## src/rtl/irq_frontend.sv

```systemverilog
// External-interrupt front end: synchronise, polarity-correct, glitch-filter and
// qualify request lines (level or latched edge) for the vectored interrupt controller.
module irq_frontend #(
  parameter int unsigned N_LINES     = 31,
  parameter int unsigned SYNC_STAGES = 2,
  parameter int unsigned FILT_LEN    = 2
) (
  input  logic               clk,
  input  logic               rst,
  input  logic [N_LINES-1:0] i_irq,
  input  logic               i_cfg_we,
  input  logic [1:0]         i_cfg_sel,
  input  logic [N_LINES-1:0] i_cfg_wdata,
  output logic [N_LINES-1:0] o_cfg_rdata,
  input  logic               i_ack,
  input  logic [4:0]         i_ack_id,
  output logic [N_LINES-1:0] o_ext
);

  localparam int unsigned CNT_W = (FILT_LEN > 1) ? $clog2(FILT_LEN) : 1;
  localparam logic [CNT_W-1:0] CNT_MAX = CNT_W'(FILT_LEN - 1);

  localparam logic [1:0] SEL_EN   = 2'd0;
  localparam logic [1:0] SEL_MODE = 2'd1;
  localparam logic [1:0] SEL_POL  = 2'd2;
  localparam logic [1:0] SEL_PEND = 2'd3;

  logic [N_LINES-1:0] sync_q [SYNC_STAGES];
  logic [N_LINES-1:0] en_q, mode_q, pol_q, pend_q, f_q;
  logic [CNT_W-1:0]   cnt_q [N_LINES];

  logic [N_LINES-1:0] s_c, f_n, rise_c, mode_n, ack_c, w1c_c, pend_n;
  logic [CNT_W-1:0]   cnt_n [N_LINES];

  // Multi-stage synchroniser per line
  always_ff @(posedge clk or negedge rst) begin
    if (!rst) begin
      for (int unsigned k = 0; k < SYNC_STAGES; k++) sync_q[k] <= '0;
    end else begin
      sync_q[0] <= i_irq;
      for (int unsigned k = 1; k < SYNC_STAGES; k++) sync_q[k] <= sync_q[k-1];
    end
  end

  assign s_c = sync_q[SYNC_STAGES-1] ^ pol_q;

  // Glitch filter: a new level must disagree with f for FILT_LEN evaluations in a row
  always_comb begin
    f_n    = f_q;
    rise_c = '0;
    for (int unsigned i = 0; i < N_LINES; i++) begin
      cnt_n[i] = '0;
      if (s_c[i] != f_q[i]) begin
        if (cnt_q[i] == CNT_MAX) begin
          f_n[i]    = s_c[i];
          rise_c[i] = s_c[i];
        end else begin
          cnt_n[i] = cnt_q[i] + CNT_W'(1);
        end
      end
    end
  end

  // Pending: set beats clear; forced low for level-mode lines
  always_comb begin
    for (int unsigned i = 0; i < N_LINES; i++) begin
      ack_c[i] = i_ack && (i_ack_id == 5'(i));
    end
    w1c_c  = (i_cfg_we && (i_cfg_sel == SEL_PEND)) ? i_cfg_wdata : '0;
    mode_n = (i_cfg_we && (i_cfg_sel == SEL_MODE)) ? i_cfg_wdata : mode_q;
    pend_n = ((pend_q & ~(ack_c | w1c_c)) | (rise_c & en_q & mode_q)) & mode_n;
  end

  always_ff @(posedge clk or negedge rst) begin
    if (!rst) begin
      en_q   <= '0;
      mode_q <= '0;
      pol_q  <= '0;
      pend_q <= '0;
      f_q    <= '0;
      o_ext  <= '0;
      for (int unsigned i = 0; i < N_LINES; i++) cnt_q[i] <= '0;
    end else begin
      if (i_cfg_we && (i_cfg_sel == SEL_EN))  en_q  <= i_cfg_wdata;
      if (i_cfg_we && (i_cfg_sel == SEL_POL)) pol_q <= i_cfg_wdata;
      mode_q <= mode_n;
      pend_q <= pend_n;
      f_q    <= f_n;
      for (int unsigned i = 0; i < N_LINES; i++) cnt_q[i] <= cnt_n[i];
      o_ext  <= en_q & ((mode_q & pend_q) | (~mode_q & f_q));
    end
  end

  always_comb begin
    o_cfg_rdata = '0;
    case (i_cfg_sel)
      SEL_EN:   o_cfg_rdata = en_q;
      SEL_MODE: o_cfg_rdata = mode_q;
      SEL_POL:  o_cfg_rdata = pol_q;
      SEL_PEND: o_cfg_rdata = pend_q;
      default:  o_cfg_rdata = '0;
    endcase
  end

endmodule

```

## config.mk

```make
export PLATFORM = sky130hd
export DESIGN_NAME = irq_frontend
export DESIGN_NICKNAME = d
export VERILOG_FILES = /design/src/rtl/irq_frontend.sv
export SDC_FILE = /design/constraint.sdc
export NUM_CORES = 1
export LEC_CHECK = 0
export ABC_AREA = 1
export CORE_ASPECT_RATIO = 0.9
export CORE_MARGIN = 4
export CORE_UTILIZATION = 60
export CTS_BUF_LIST = sky130_fd_sc_hd__clkbuf_8
export CTS_CLUSTER_DIAMETER = 120
export CTS_CLUSTER_SIZE = 40
export DETAILED_ROUTE_END_ITERATION = 12
export PLACE_DENSITY = 0.84
export SETUP_SLACK_MARGIN = 0.15
export SYNTH_ARGS = -nofsm -noshare
export SYNTH_HDL_FRONTEND = slang
export SYNTH_SLANG_ARGS = --single-unit
```

## constraint.sdc

```tcl
create_clock -name clk -period 2.7 [get_ports clk]
set_input_delay 0.54 -clock clk [delete_from_list [all_inputs] [get_ports clk]]
set_output_delay 0.54 -clock clk [all_outputs]
set_load 0.01 [all_outputs]
```

== Word level (Yosys, flattened, before mapping) ==
Cells that the tools add are included.

* Add/sub/neg operators: 31
* Equal/unequal tests: 64
* Multiplexer cells: 127
* Bitwise logic cells: 13
* Reductions and logical operators: 68

{| class="wikitable"
|+ Operators with widths
! operator !! number
|-
| $and A31 B31 Y31 || 7
|-
| $mux W1 || 124
|-
| $pmux W31 S4 || 1
|-
| $or A31 B31 Y31 || 3
|-
| $eq A5 B5 Y1 const B || 15
|-
| $mux W31 || 2
|-
| $not A31 Y31 || 2
|-
| $reduce_and A2 Y1 || 31
|-
| $eq A5 B4 Y1 const B || 8
|-
| $logic_and A1 B1 Y1 || 35
|-
| $add A1 B1 Y1 const B || 31
|-
| $ne A1 B1 Y1 || 31
|-
| $xor A31 B31 Y31 || 1
|-
| $eq A5 B3 Y1 const B || 4
|-
| $eq A5 B2 Y1 const B || 2
|-
| $eq A5 B1 Y1 const B || 1
|-
| $logic_not A5 Y1 || 1
|-
| $eq A2 B2 Y1 const B || 2
|-
| $eq A2 B1 Y1 const B || 1
|-
| $logic_not A2 Y1 || 1
|}

* Flip-flop bits (word level): 279
* Input bits: 73
* Logic and storage cells: 372

== Longest topological paths before layout ==
Gate-level depths: netlist (run 1).

* Word-level depth: 8
* Depth in mapped cells: 7

== Least setup slack after synthesis (run 1) ==
Ideal clock, no wire load.

* Kind: input-to-output
* Start: input i_cfg_sel[1]
* End: output o_cfg_rdata[11]
* Arrival time: 1359 ps
* Required time: 2160 ps
* Path slack: 801 ps
* Stages on the path: 5
* Buffers on the path: 1
* Path through: nand2_1 -> clkinv_1 -> buf_2 -> nand2_1 -> o2111ai_1

* Longest elaborated chain between the ends: 2
* Elaborated cells between the ends (all ways): 5
* Classes of those cells: eq/ne (3); mux (1); reduce/logical (1)

{| class="wikitable"
|+ Ends and longest elaborated chain
! what !! RTL line !! text
|-
| start, declared || 12 || <nowiki>input logic [1:0] i_cfg_sel,</nowiki>
|-
| $eq A2 B2 Y1 (tied with other cells) || 96 || <nowiki>case (i_cfg_sel)</nowiki>
|-
| $pmux W31 S4 (*) || 96 ||
|-
| end, declared || 14 || <nowiki>output logic [N_LINES-1:0] o_cfg_rdata,</nowiki>
|}

Mark *: on every way between the ends. The rest lies on a longest branch, timed or not.

== Worst setup path after layout (run 1) ==
* Start: input i_cfg_sel[1]
* End: output o_cfg_rdata[13]

The elaborated chain is that of the path after synthesis.

==> impl_metrics.env, run 1 <==
export IMPL_outcome="finished clean"
export IMPL_rows=48
export IMPL_fmax_mhz=411
export IMPL_arrival_ns=1.89
export IMPL_p_leak_uw=0.00714
export IMPL_powerDensity_mw_per_mm2=687
export IMPL_cts_tree="yes"
export IMPL_clockBufferDepth=3
export IMPL_viasPerCell=5.37
export IMPL_gr_total_overflow=0
export IMPL_dr_first_iter_drc_count=813
export IMPL_drive_above_1_share_pct=4.79
export IMPL_drcViolationCount=0
export IMPL_startpoint_type="input pin"
export IMPL_fillers=1485
export IMPL_stdcell_count=1774
export IMPL_ys_warn_count=0
export IMPL_hpwl_mm=20.1
export IMPL_clk_pin_slew_worst_paths_ns=0.22
export IMPL_io_buffers=134
export IMPL_antenna_found_initial=1
export IMPL_tightestPinTransition_ns=0.518
export IMPL_cp_max_fo=9
export IMPL_drv_slew=0
export IMPL_io_pins=135
export IMPL_final_setup_viol_count=0
export IMPL_grt_setup_unrepaired="no"
export IMPL_h_tree_depth=1
export IMPL_yosys_area_top_type_share_pct=58.7
export IMPL_clockRootBuffer="clkbuf_8"
export IMPL_die_h_um=142
export IMPL_worst_ir_drop_vdd_mv=0.478
export IMPL_netlist_instances=1374
export IMPL_ys_seq_area_share_pct=58.7
export IMPL_detail_route_antenna_nets=0
export IMPL_die_w_um=156
export IMPL_track_usage_pct=25.9
export IMPL_avgSynthCellArea_um2=8.66
export IMPL_die_area_mm2=0.0221
export IMPL_mappedNetlistNets=1447
export IMPL_start_util_pct=61.5
export IMPL_yosysTopAreaCell="dfrtp_1"
export IMPL_syn2layout_area_growth_pct=17.5
export IMPL_path_class="input pin to output pin"
export IMPL_min_period_over_period_pct=90.1
export IMPL_grt_max_degree=65
export IMPL_slew_headroom_pct=65.5
export IMPL_gp_congestion=0.888
export IMPL_grt_pass1_wl_mm=46.6
export IMPL_synth_area_top_cells="dfrtp_1 59%, nand2_1 11%, inv_1 8.2%, o21ai_0 4.8%, a21oi_1 2.6%"
export IMPL_hold_violations=0
export IMPL_dr_pass1_iters=6
export IMPL_core_area_mm2=0.0193
export IMPL_skew_ns=0.0433
export IMPL_vias=9530
export IMPL_routed_wl_mm=28.0
export IMPL_cts_made_buffers=10
export IMPL_tns_ns=0
export IMPL_yosys_register_bits=279
export IMPL_hold_path_class="flop to flop"
export IMPL_worst_r2r_setup_slack_ns=1.63
export IMPL_ys_types=20
export IMPL_required_ns=2.16
export IMPL_wl_per_cell_um=15.8
export IMPL_grt_pass1_vias=9388
export IMPL_syn_cell_area_mm2=0.0119
export IMPL_insertion_delay_ns=0.57
export IMPL_place_inst=1759
export IMPL_cts_sinks=279
export IMPL_place_area_mm2=0.0138
export IMPL_nNetsFinal=1597
export IMPL_cap_violations=0
export IMPL_end_kind="output pin"
export IMPL_period_minus_slack_ns=2.43
export IMPL_final_cell_area_mm2=0.0140
export IMPL_n_antenna_cell=0
==> per-stage QoR <==
stage	utilization (%)	hold WS, ns	total power [uW]	setup slack [ns]
final	72.2	0.355	9600	0.267
after CTS	72.4	0.351	9640	0.177
after global placement	71.6	0.332	8020	-0.147
after detailed placement	71.6	0.335	8200	-0.200
after global routing	72.2	0.336	10200	0.204
after floorplan	-	0.244	7130	0.801
==> cells in the mapped netlist (all sizes together) <==
cell type and count:
nor3 31, o2111ai 30, a21oi 62, nand2 347, nor2 82, clkinv 1, mux2i 31, nand3 59
o21ai 124, dfrtp 279, inv 262, nand4 33, buf 11, clkbuf 22
==> critical path: stages <==
cell	delay, ns
dlygate4sd2_1	0.29
buf_4	0.17
nor2_4	0.14
buf_12	0.13
buf_12	0.13
nand2_1	0.06
o2111ai_1	0.12
dlygate4sd2_1	0.31
==> logic make-up (layout without fill, tap and decap cells) <==
| kind of cell | after synthesis | in the layout | synth area share, % |
|---|---|---|---|
| AOI/OAI and AO/OA | 216 | 216 | 10.0 |
| muxes | 31 | 31 | 2.61 |
| DFF | 279 | 279 | 58.7 |
| buffers and inverters | 296 | 446 | 9.47 |
| and+or+nand+nor | 552 | 552 | 19.2 |
==> path summary, 6_finish.rpt <==
| kind | endpoint | from | cells past startpoint |
|---|---|---|---|
| worst min-delay path | sync_q[27]$_DFF_PN0_ | sync_q[58]$_DFF_PN0_ | 0 |
| worst max-delay path | o_cfg_rdata[13] | i_cfg_sel[1] | 8 |
| worst min register to register | sync_q[27]$_DFF_PN0_ | sync_q[58]$_DFF_PN0_ | 0 |
| min in group asynchronous | o_ext[6]$_DFF_PN0_ | rst | 2 |
| max in group asynchronous | pend_q[24]$_DFF_PN0_ | rst | 3 |
| worst max register to register | cnt_q[30]$_DFF_PN0_ | pol_q[0]$_DFFE_PN0P_ | 5 |
==> per-layer routing <==
metal / GRT usage, % / share of wire, % / vias to the layer above / wire length, um
met5: 0 / 0.043 / - / 12
met4: 5.02 / 1.8 / 2 / 513
met3: 3.90 / 7.3 / 41 / 2060
met2: 43.9 / 49 / 336 / 13700
met1: 36.3 / 42 / 4523 / 11800
li1: - / - / 4628 / -
==> power by group <==
| part | total [uW] | switching [uW] | internal [uW] |
|---|---|---|---|
| Clock | 1520 | 1140 | 374 |
| Combinational | 2410 | 1380 | 1030 |
| Sequential | 5670 | 645 | 5020 |
==> layout make-up <==
type,instances,area (um^2),share of cell area (%)
flip-flops and latches,279,6980,50.0
multi-input cells,799,3800,27.2
repair buffers,171,1730,12.4
inverters,263,988,7.08
well taps,250,313,2.24
clock buffers,11,151,1.08
clock inverters,1,3.75,0.0269
==> timing repair <==
item	4_1_cts	5_1_grt
buffers inserted	1	0
endpoints found under the hold margin	59	0
setup endpoints to repair	31	7
hold buffers	1	0
cloned	1	0
pin swaps	1	0
resized for setup	64	14
==> state kept, by name, indices dropped and copies added, names as in the netlist <==
register and count:
f_q 31, cnt_q 31, mode_q 31, sync_q 62, pend_q 31, en_q 31
pol_q 31, o_ext 31
==> cell usage in the layout (no fill, tap or decap), drive strengths merged, types with 18 or more instances in the layout <==
cell and instances:
clkbuf 18, nand3 59, dfrtp 279, buf 45, nand4 33, nor3 31, o21ai 124, a21oi 62
nand2 347, clkdlybuf4s50 100, nor2 82, inv 263, mux2i 31, o2111ai 30
No activity file was read; power rests on OpenSTA's default activity.
==> run 2: changes to the inputs <==
Settings changed: CORE_ASPECT_RATIO 0.9 to not set, GPL_ROUTABILITY_DRIVEN set to 0, TNS_END_PERCENT set to 5.
==> run 2 against run 1 <==
Against the previous run: final area increased by 0.39%; non-clock buffer count increased by 1; highest routed layer unchanged; sequential power about the same; maximum frequency decreased by 5.6%; via count increased by 0.72%; count of clock-buffer cells in the layout unchanged.
==> impl_metrics.env, run 2 (synthesis results as in run 1) <==
export IMPL_rows=51
export IMPL_dr_pass1_iters=5
export IMPL_drv_slew=0
export IMPL_insertion_delay_ns=0.55
export IMPL_p_leak_uw=0.00715
export IMPL_largest_register="sync_q"
export IMPL_die_w_um=149
export IMPL_clockRootBuffer="clkbuf_8"
export IMPL_path_cells="clkdlybuf4s50_1 > inv_2 > nor2_4 > buf_4 > buf_16 > nand2_1 > o2111ai_1 > clkdlybuf4s15_2"
export IMPL_outcome="finished clean"
export IMPL_clk_pin_slew_worst_paths_ns=0.22
export IMPL_vias=9599
export IMPL_viasPerCell=5.36
export IMPL_wl_per_cell_um=15.5
export IMPL_drcViolationCount=0
export IMPL_startpoint_type="input pin"
export IMPL_final_cell_area_mm2=0.0140
export IMPL_skew_ns=0.0165
export IMPL_hold_violations=0
export IMPL_tightestPinTransition_ns=0.548
export IMPL_gr_total_overflow=0
export IMPL_end_kind="output pin"
export IMPL_r2r_cells=6
export IMPL_cp_max_fo=10
export IMPL_layout_commonest_cell="nand2_1"
export IMPL_cts_tree="yes"
export IMPL_worstHoldPathCells=0
export IMPL_arrival_ns=2.04
export IMPL_powerDensity_mw_per_mm2=685
export IMPL_cap_violations=0
export IMPL_holdWs_ns=0.371
export IMPL_grt_max_degree=74
export IMPL_core_area_mm2=0.0195
export IMPL_crit_family="buffers and inverters"
export IMPL_r2r_end="cnt_q[14]$_DFF_PN0_"
export IMPL_final_cell_mix="343 x nand2_1, 279 x dfrtp_1, 261 x inv_1"
export IMPL_max_stage_delay_ns=0.52
export IMPL_multi_input_area_mm2=0.00381
export IMPL_start_util_pct=61.1
export IMPL_largest_register_ff_count=62
export IMPL_worst_r2r_setup_slack_ns=1.65
export IMPL_io_buffers=134
export IMPL_clockBufferDepth=3
export IMPL_setup_ws_ns=0.124
export IMPL_regArea_mm2=0.00698
export IMPL_required_ns=2.16
export IMPL_grt_pass1_vias=9407
export IMPL_antenna_found_initial=3
export IMPL_grt_setup_unrepaired="yes"
export IMPL_holdCritStartpoint="sync_q[39]$_DFF_PN0_"
export IMPL_rr_startpoint="pol_q[16]$_DFFE_PN0P_"
export IMPL_detail_route_antenna_nets=0
export IMPL_nNetsFinal=1598
export IMPL_cp_slowest_cell="clkdlybuf4s50_1"
export IMPL_syn2layout_area_growth_pct=17.9
export IMPL_place_area_mm2=0.0139
export IMPL_routed_wl_mm=27.7
export IMPL_path_class="input pin to output pin"
export IMPL_die_area_mm2=0.0221
export IMPL_hpwl_mm=19.7
export IMPL_io_pins=135
export IMPL_hold_path_class="flop to flop"
export IMPL_die_h_um=149
export IMPL_grt_pass1_wl_mm=45.9
export IMPL_min_period_over_period_pct=95.4
export IMPL_cts_sinks=279
export IMPL_slew_headroom_pct=63.5
export IMPL_fillers=1479
export IMPL_period_minus_slack_ns=2.58
export IMPL_dr_first_iter_drc_count=642
export IMPL_cts_made_buffers=10
export IMPL_fin_util_pct=72.1
export IMPL_drive_above_1_share_pct=4.52
export IMPL_worst_ir_drop_vdd_mv=0.485
export IMPL_fmax_mhz=388
export IMPL_path_buf_inv=5
export IMPL_track_usage_pct=25.6
export IMPL_final_setup_viol_count=0
export IMPL_h_tree_depth=1
export IMPL_place_ws_ns=-0.240
export IMPL_hold_path_end="sync_q[8]$_DFF_PN0_"
export IMPL_crit_cells=8
[run 2: cell types whose count changed in the layout (fill, tap and decap cells not counted), moves of 2 or more]
cell and delta:
buf_2 -3, buf_6 +2, clkbuf_2 -4, clkdlybuf4s15_2 +2, dlygate4sd2_1 +4
[run 2: routing by layer]
metal  GRT usage, %  vias to the layer above  part of all wire (%)
met1           35.1                     4577                    42
li1               -                     4625                     -
met3           3.56                       61                   6.9
met5              0                        -                 0.076
met4           7.78                        4                   2.5
met2           43.2                      332                    49
[run 2: what timing repair did]
action,in CTS,in global routing
setup endpoints to repair,31,30
hold buffers,1,0
setup buffers,0,1
pin swaps,0,1
hold endpoints to repair,68,0
resized for setup,51,19
cloned,1,0
[run 2: worst max-delay path by stage]
stage                 start  slack [ns]               to
2_1_floorplan  i_cfg_sel[1]        0.80  o_cfg_rdata[11]
3_3_place_gp   i_cfg_sel[1]       -0.19  o_cfg_rdata[12]
3_5_place_dp   i_cfg_sel[1]       -0.24  o_cfg_rdata[12]
4_1_cts        i_cfg_sel[0]        0.11  o_cfg_rdata[10]
5_1_grt        i_cfg_sel[0]        0.05  o_cfg_rdata[24]
6_report       i_cfg_sel[0]        0.12  o_cfg_rdata[29]
[run 2: power by group]
| group | switching, uW | internal [uW] |
|---|---|---|
| Sequential | 649 | 5020 |
| Clock | 1160 | 374 |
| Combinational | 1360 | 1040 |
[run 2: worst reg2reg max path, stage by stage, from the launching register on]
cell	delay [ns]
dfrtp_1	0.46
nand2_1	0.07
inv_1	0.04
nor2_1	0.18
inv_1	0.09
nor2_1	0.10
nor3_1	0.05
[run 2: final cells by class]
| class | instances | share of cell area [%] |
|---|---|---|
| sequential | 279 | 49.8 |
| multi-input combinational | 799 | 27.2 |
| timing repair buffer | 172 | 12.5 |
| inverter | 263 | 7.04 |
| tap | 265 | 2.36 |
| clock buffer | 11 | 1.08 |
| clock inverter | 1 | 0.0268 |
| antenna | 1 | 0.0178 |
[run 2: per-stage QoR]
step	TNS, ns	std cells	power [uW]
CTS	0	1789	9650
finish	0	1791	9610
global placement	-4.27	1775	8020
floorplan	0	1374	7130
global route	0	1791	10200
detailed placement	-5.32	1775	8190
==> run 3: changes to the inputs <==
Settings changed: CELL_PAD_IN_SITES_DETAIL_PLACEMENT set to 1, CELL_PAD_IN_SITES_GLOBAL_PLACEMENT set to 2, CORE_UTILIZATION 60 to 38, PLACE_DENSITY 0.84 to not set, PLACE_DENSITY_LB_ADDON set to 0.1.
==> run 3 against run 2 <==
Against the previous run: critical path depth unchanged; core utilization down 26 points; power up 2.7%; largest cell class unchanged.
==> impl_metrics.env, run 3 (synthesis results as in run 1) <==
export IMPL_viasPerCell=4.92
export IMPL_hold_path_end="sync_q[57]$_DFF_PN0_"
export IMPL_place_inst=1910
export IMPL_antenna_found_initial=0
export IMPL_dr_pass1_iters=4
export IMPL_detail_route_antenna_nets=0
export IMPL_io_pins=135
export IMPL_hold_violations=0
export IMPL_insertion_delay_ns=0.57
export IMPL_hpwl_mm=23.4
export IMPL_gr_total_overflow=0
export IMPL_die_area_mm2=0.0342
export IMPL_tightestPinTransition_ns=0.664
export IMPL_rows=64
export IMPL_stdcell_count=1931
export IMPL_cts_tree="yes"
export IMPL_hold_path_class="input pin to flop"
export IMPL_required_ns=2.16
export IMPL_vias=9505
export IMPL_arrival_ns=1.94
export IMPL_routed_wl_mm=32.8
export IMPL_clk_pin_slew_worst_paths_ns=0.23
export IMPL_path_class="input pin to output pin"
export IMPL_period_minus_slack_ns=2.48
export IMPL_io_buffers=134
export IMPL_largest_register_ff_count=62
export IMPL_rr_startpoint="pol_q[16]$_DFFE_PN0P_"
export IMPL_p_comb_share_pct=24.7
export IMPL_cts_made_buffers=11
export IMPL_grt_pass1_vias=9963
export IMPL_p_sw_uw=3370
export IMPL_worst_r2r_setup_slack_ns=1.62
export IMPL_drv_slew=0
export IMPL_outcome="finished clean"
export IMPL_grt_setup_unrepaired="yes"
export IMPL_wl_per_cell_um=17.0
export IMPL_end_kind="output pin"
export IMPL_clockBufferDepth=3
export IMPL_nNetsFinal=1604
export IMPL_clockRootBuffer="clkbuf_8"
export IMPL_die_h_um=185
export IMPL_place_ws_ns=-0.286
export IMPL_slew_headroom_pct=55.8
export IMPL_layout_commonest_cell="nand2_1"
export IMPL_drcViolationCount=0
export IMPL_p_leak_uw=0.00722
export IMPL_cp_max_fo=17
export IMPL_r2r_cells=5
export IMPL_h_tree_depth=1
export IMPL_pwr_share_clk_pct=17.8
export IMPL_r2r_end="pend_q[16]$_DFF_PN0_"
export IMPL_powerDensity_mw_per_mm2=690
export IMPL_final_setup_viol_count=0
export IMPL_skew_ns=0.0250
export IMPL_grt_pass1_wl_mm=53.5
export IMPL_drive_above_1_share_pct=4.63
export IMPL_die_w_um=185
export IMPL_startpoint_type="input pin"
export IMPL_fmax_mhz=404
export IMPL_largest_register="sync_q"
export IMPL_dr_first_iter_drc_count=471
export IMPL_worst_ir_drop_vdd_mv=0.539
export IMPL_min_period_over_period_pct=91.7
export IMPL_grt_max_degree=77
export IMPL_p_sw_share_pct=34.1
export IMPL_p_seq_share_pct=57.6
export IMPL_final_cell_mix="343 x nand2_1, 279 x dfrtp_1, 261 x inv_1"
export IMPL_start_util_pct=38.7
export IMPL_worstHoldPathCells=1
export IMPL_cap_violations=0
export IMPL_cts_sinks=279
export IMPL_syn2layout_area_growth_pct=20.2
export IMPL_internal_power_uw=6500
export IMPL_setup_ws_ns=0.223
export IMPL_holdCritStartpoint="i_irq[26]"
export IMPL_n_antenna_cell=0
export IMPL_core_area_mm2=0.0307
export IMPL_track_usage_pct=19.5
==> run 3: what timing repair did <==
| item | CTS | global route |
|---|---|---|
| pin swaps | 1 | 0 |
| resized for setup | 46 | 1 |
| endpoints found under the setup margin | 31 | 2 |
| endpoints found under the hold margin | 67 | 0 |
| cloned | 1 | 0 |
| buffers inserted | 2 | 0 |
| hold buffers | 1 | 0 |
==> run 3: routing by layer <==
metal | part of all wire, % | track usage (%) | vias up
met5 | 0 | 0 | -
met4 | 1.5 | 3.44 | 0
met3 | 2.9 | 1.90 | 25
met2 | 49 | 34.0 | 115
met1 | 47 | 27.1 | 4729
li1 | - | - | 4636
==> run 3: critical path: stages <==
cell             delay [ns]
dlygate4sd2_1          0.27
buf_4                  0.15
nor2_4                 0.15
buf_4                  0.15
buf_12                 0.16
nand2_1                0.06
o2111ai_1              0.14
clkdlybuf4s15_1        0.30
==> run 3: how the worst max path moves through the flow <==
stage / start / to / cells after the start
2_1_floorplan: i_cfg_sel[1] / o_cfg_rdata[11] / 5
3_3_place_gp: i_cfg_sel[0] / o_cfg_rdata[0] / 7
3_5_place_dp: i_cfg_sel[0] / o_cfg_rdata[0] / 7
4_1_cts: i_cfg_sel[1] / o_cfg_rdata[26] / 8
5_1_grt: i_cfg_sel[1] / o_cfg_rdata[23] / 8
6_report: i_cfg_sel[1] / o_cfg_rdata[26] / 8
==> run 3: through the flow <==
stage / total power [uW] / instance area, um^2 / hold slack (ns) / setup TNS (ns) / utilization [%]
2_1_floorplan: 7130 / 11900 / 0.244 / 0 / -
3_3_place_gp: 8170 / 14100 / 0.332 / -5.07 / 45.8
3_5_place_dp: 8300 / 14100 / 0.336 / -5.32 / 45.8
4_1_cts: 10000 / 14300 / 0.322 / 0 / 46.5
5_1_grt: 10600 / 14300 / 0.313 / 0 / 46.5
6_report: 9860 / 14300 / 0.361 / 0 / 46.5
==> run 3: cell type report <==
cell class                 instances  area, um^2
tap                              396         495
sequential                       279        6980
clock buffer                      11         151
clock inverter                     6        53.8
multi-input combinational        799        3810
timing repair buffer             177        1820
fill                            3623       16500
inverter                         263         987
==> run 3: power by group through the flow <==
| stage | clock network, uW | logic (uW) | registers, uW |
|---|---|---|---|
| after global placement | 0 | 2430 | 5740 |
| after detailed placement | 0 | 2530 | 5760 |
| final | 1750 | 2440 | 5680 |
| after floorplan | 0 | 1510 | 5620 |
| after CTS | 1840 | 2490 | 5690 |
| after global routing | 1990 | 2810 | 5810 |
